[config.mk]
export PLATFORM = sky130hd
export DESIGN_NAME = alu_cmd_issuer
export DESIGN_NICKNAME = d
export VERILOG_FILES = /design/src/rtl/alu_cmd_issuer.sv
export SDC_FILE = /design/constraint.sdc
export NUM_CORES = 1
export LEC_CHECK = 0
export BUFFER_PORTS_ARGS = -buffer_cell sky130_fd_sc_hd__buf_2
export CAP_MARGIN = 20
export CORE_MARGIN = 2
export CORE_UTILIZATION = 52
export CTS_CLUSTER_DIAMETER = 100
export DETAILED_ROUTE_END_ITERATION = 8
export HOLD_SLACK_MARGIN = 0.1
export PLACE_DENSITY = 0.79
export SLEW_MARGIN = 20
export SYNTH_ARGS = -nofsm -noshare
export SYNTH_HDL_FRONTEND = slang
export SYNTH_SLANG_ARGS = --single-unit
[constraint.sdc]
create_clock -name clk -period 3.6 [get_ports clk]
set_input_delay 0.72 -clock clk [delete_from_list [all_inputs] [get_ports clk]]
set_output_delay 0.72 -clock clk [all_outputs]
set_load 0.005 [all_outputs]
[src/rtl/alu_cmd_issuer.sv]
// Command front end for the 4-bit ALU: accepts commands, drives registered ALU inputs,
// writes the result back to the accumulator. Optional sticky overflow: ALU_ISSUER_STICKY_OVF_EN.
module alu_cmd_issuer #(
  parameter int unsigned WIDTH = 4
) (
  input  logic             clk,
  input  logic             rst,
  input  logic             cmd_valid,
  output logic             cmd_ready,
  input  logic [3:0]       cmd_op,
  input  logic [WIDTH-1:0] cmd_operand,
  output logic [3:0]       alu_opcode,
  output logic [WIDTH-1:0] alu_a,
  output logic [WIDTH-1:0] alu_b,
  input  logic [WIDTH-1:0] alu_result,
  input  logic             alu_cout,
  input  logic             alu_zero,
  input  logic             alu_overflow,
  output logic             rsp_valid,
  input  logic             rsp_ready,
  output logic [WIDTH-1:0] rsp_data,
  output logic             rsp_cout,
  output logic             rsp_zero,
  output logic             rsp_ovf,
  output logic             rsp_err,
  output logic             ovf_sticky,
  output logic [WIDTH-1:0] acc
);

  typedef enum logic [1:0] {IDLE, EXEC, RESP} state_t;

  localparam logic [3:0] OP_LOAD = 4'h8;

  state_t           state;
  logic [3:0]       op_q;
  logic [WIDTH-1:0] operand_q;

  function automatic logic is_alu_op(input logic [3:0] op);
    return (op <= 4'h4);
  endfunction

  assign cmd_ready = (state == IDLE);
  assign rsp_valid = (state == RESP);

  always_ff @(posedge clk) begin
    if (rst) begin
      state      <= IDLE;
      op_q       <= '0;
      operand_q  <= '0;
      alu_opcode <= 4'h0;
      alu_a      <= '0;
      alu_b      <= '0;
      acc        <= '0;
      rsp_data   <= '0;
      rsp_cout   <= 1'b0;
      rsp_zero   <= 1'b0;
      rsp_ovf    <= 1'b0;
      rsp_err    <= 1'b0;
    end else begin
      case (state)
        IDLE: begin
          if (cmd_valid) begin
            op_q      <= cmd_op;
            operand_q <= cmd_operand;
            // LOAD and illegal ops leave the ALU inputs untouched
            if (is_alu_op(cmd_op)) begin
              alu_opcode <= cmd_op;
              alu_a      <= acc;
              alu_b      <= cmd_operand;
            end
            state <= EXEC;
          end
        end
        EXEC: begin
          state <= RESP;
          if (is_alu_op(op_q)) begin
            acc      <= alu_result;
            rsp_data <= alu_result;
            rsp_cout <= alu_cout;
            rsp_zero <= alu_zero;
            rsp_ovf  <= alu_overflow;
            rsp_err  <= 1'b0;
          end else if (op_q == OP_LOAD) begin
            acc      <= operand_q;
            rsp_data <= operand_q;
            rsp_cout <= 1'b0;
            rsp_zero <= (operand_q == '0);
            rsp_ovf  <= 1'b0;
            rsp_err  <= 1'b0;
          end else begin
            rsp_data <= acc;
            rsp_cout <= 1'b0;
            rsp_zero <= 1'b0;
            rsp_ovf  <= 1'b0;
            rsp_err  <= 1'b1;
          end
        end
        RESP: begin
          if (rsp_ready) state <= IDLE;
        end
        default: state <= IDLE;
      endcase
    end
  end

`ifdef ALU_ISSUER_STICKY_OVF_EN
  always_ff @(posedge clk) begin
    if (rst) begin
      ovf_sticky <= 1'b0;
    end else if (state == EXEC) begin
      if (is_alu_op(op_q) && alu_overflow) ovf_sticky <= 1'b1;
      else if (op_q == OP_LOAD)            ovf_sticky <= 1'b0;
    end
  end
`else
  assign ovf_sticky = 1'b0;
`endif

endmodule
==> impl_metrics.toml <==
[clock_network]
ctsHoldBuffers = 0
htreeDepth = 2
cts_buffers = 5
cts.clk_slew.worst_paths_ns = 0.09
ctsResizeCount = 0
clock_latency_ns = 0.34
postCtsSetupRepairBufs = 0
cts_sinks = 30
clock_path_buffers = 2
root_buffer = "clkbuf_4"
cts_tree = "yes"

[logic_synthesis]
dominantRegCellSynth = "dfxtp_1"
synth_enable_flop_cells = 0
ys_seq_area_frac = 0.446
yosys.cell_count.top_type = "dfxtp_1"
yosysTopAreaCellShare = 0.446
syn-cell-area_sq_mm = 0.00135
synth_top_cell_by_area = "dfxtp_1"
syn-mean-instance-area_sq_um = 10.1
synth_commonest_cells = "30 x dfxtp_1, 22 x nand2b_1, 18 x mux2i_1, 18 x nor2_1, 6 x buf_4"
netlist_instances = 134
synthTopCellsByArea = "dfxtp_1 45%, mux2i_1 13%, nand2b_1 10%"
yosys_warnings = 0
ys_ff_latch = 30
syn-num-nets = 153
ys_types = 27
async_reset_ff_frac = 0

[timing]
fmax_mhz = 545
hold_slack_ns = 0.472
report.final.slew_viol_count = 0
finalSetupTns_ns = 0
final.min_clock_period_ns = 1.83
finalSetupViolCount = 0
worst_pin_slew_ns = 0.656
slew_headroom = 0.562
hold_viol = 0
rsz0062_at_grt = "false"
final.period_utilization = 0.510
fin_skew_ns = 0.0123

[floorplanning]
core_sq_mm = 0.00248
io_pins = 46
die_w_um = 54.9
rows = 18
start_util = 0.544
die_y_um = 54.9
die_area_sq_mm = 0.00301

[placement]
portBuffers = 44
dp_hpwl_mm = 1.94
routabilityCongestion = 0.826

[power]
power_density_mw_per_mm2 = 460
ir_drop_mv = 0.394
report.power.total_w = 0.000742
leakage_nw = 0.709

[worst_hold_path]
worstHoldPathCells = 1
hold_path_end = "alu_opcode[2]$_SDFFE_PP0P_"
worstHoldStart = "alu_opcode[2]$_SDFFE_PP0P_"
hold_path_class = "reg -> reg"

[setup_path]
slowest_stage = "dfxtp_1"
crit_chain = "nor2b_1 > buf_2"
rr_worst_depth = 4
cp-start-kind = "flip-flop"
r2r-start = "state[0]$_SDFFE_PP0P_"
end_kind = "output port"
critPathRequiredTime_ns = 2.88
cp.arrival_ns = 1.11
cp_max_fo = 7
worstSetupStartpoint = "state[1]$_SDFFE_PP0P_"
slowest_delay_ns = 0.46
path_class = "reg -> out"
r2r_slack_ns = 1.85
r2r-end = "alu_a[2]$_SDFFE_PP0P_"

[global_route]
grt_pass1_wl_mm = 4.26
grt_pass1_vias = 961
grt_max_degree = 41
grt_use_total = 0.203
antenna_found_initial = 0
overflow = 0

[final_layout]
fillerInstances = 209
drive_above_1_share = 0.337
syn_to_final_growth_pct = 19.7
final_util = 0.651
n_antenna_cell = 0
nets = 193

[drt]
wire_per_inst_um = 13.0
firstDrtPassIters = 4
antenna_left = 0
routed_wl_mm = 2.66
route.detailed.drc = 0
vias = 1069
first_iter_violations = 13
via_per_inst = 5.21

[job]
cap_violations = 0

[status]
status = "complete, no violations"
==> per-stage QoR <==
| stage | worst slack [ns] | cells | area [sq um] |
|---|---|---|---|
| floorplan | 2.05 | 134 | 1350 |
| global placement | 1.53 | 197 | 1530 |
| detailed placement | 1.46 | 197 | 1530 |
| CTS | 1.75 | 205 | 1610 |
| global route | 1.70 | 205 | 1610 |
| finish | 1.77 | 205 | 1610 |
==> report_power, final <==
group | internal (W) | switching [W]
Sequential | 0.000352 | 0.0000185
Combinational | 0.0000543 | 0.0000489
Clock | 0.000146 | 0.000123
Total | 0.000552 | 0.000190
==> cells by family after synthesis <==
logic type,after synthesis,synth area share
AOI/OAI and AO/OA,19,0.116
buffers and inverters,12,0.0613
DFF,30,0.446
muxes,18,0.134
other,1,0.00278
and+or+nand+nor,54,0.240
==> worst max-delay path by stage <==
stage / endpoint / slack (ns) / depth (start not counted)
floorplan: alu_opcode[2]$_SDFFE_PP0P_ / 2.05 / 5
global placement: alu_a[1]$_SDFFE_PP0P_ / 1.53 / 5
detailed placement: alu_b[1]$_SDFFE_PP0P_ / 1.46 / 5
CTS: rsp_valid / 1.75 / 2
global route: alu_a[2]$_SDFFE_PP0P_ / 1.70 / 4
finish: rsp_valid / 1.77 / 2
==> state kept, by name, summed over array words and instances (netlist names) <==
signal,flops
operand_q,4
state,2
rsp_cout,1
op_q,4
rsp_zero,1
alu_a,4
alu_b,4
rsp_err,1
rsp_ovf,1
alu_opcode,4
acc,4
==> routing by layer <==
layer / share of wire / GRT usage
met4: 0.016 / 0.110
met3: 0.057 / 0.0565
met1: 0.46 / 0.241
met5: 0 / 0
met2: 0.46 / 0.331
==> layout make-up <==
| class | instances | area (sq um) | area share |
|---|---|---|---|
| clock buffer | 5 | 37.5 | 0.0233 |
| sequential | 30 | 601 | 0.372 |
| clock inverter | 3 | 45.0 | 0.0279 |
| tap | 30 | 37.5 | 0.0233 |
| multi-input combinational | 92 | 664 | 0.412 |
| timing repair buffer | 45 | 228 | 0.141 |
==> worst max-delay path, delay by kind of cell (launching register included) <==
family        cells  cell delay [ns]
simple gates      1             0.19
flops             1             0.46
buf+inv           1             0.13
==> cell usage in the layout (no fill, tap or decap) <==
master / count
a2111oi_1: 1
a211oi_1: 1
a21boi_0: 1
a21oi_1: 3
a22o_4: 1
a31oi_1: 3
a32oi_1: 2
and2b_1: 1
and3b_1: 1
buf_2: 44
buf_4: 1
bufinv_16: 1
clkbuf_4: 5
clkinvlp_4: 2
conb_1: 1
dfxtp_1: 30
mux2i_1: 18
nand2_2: 1
nand2b_1: 22
nor2_1: 18
nor2b_1: 3
nor3_1: 2
nor3b_1: 2
nor3b_2: 3
nor4b_2: 1
o21a_1: 1
o21ai_0: 1
o21ai_1: 1
o221a_1: 4
Power figures use the tool's default switching activity.
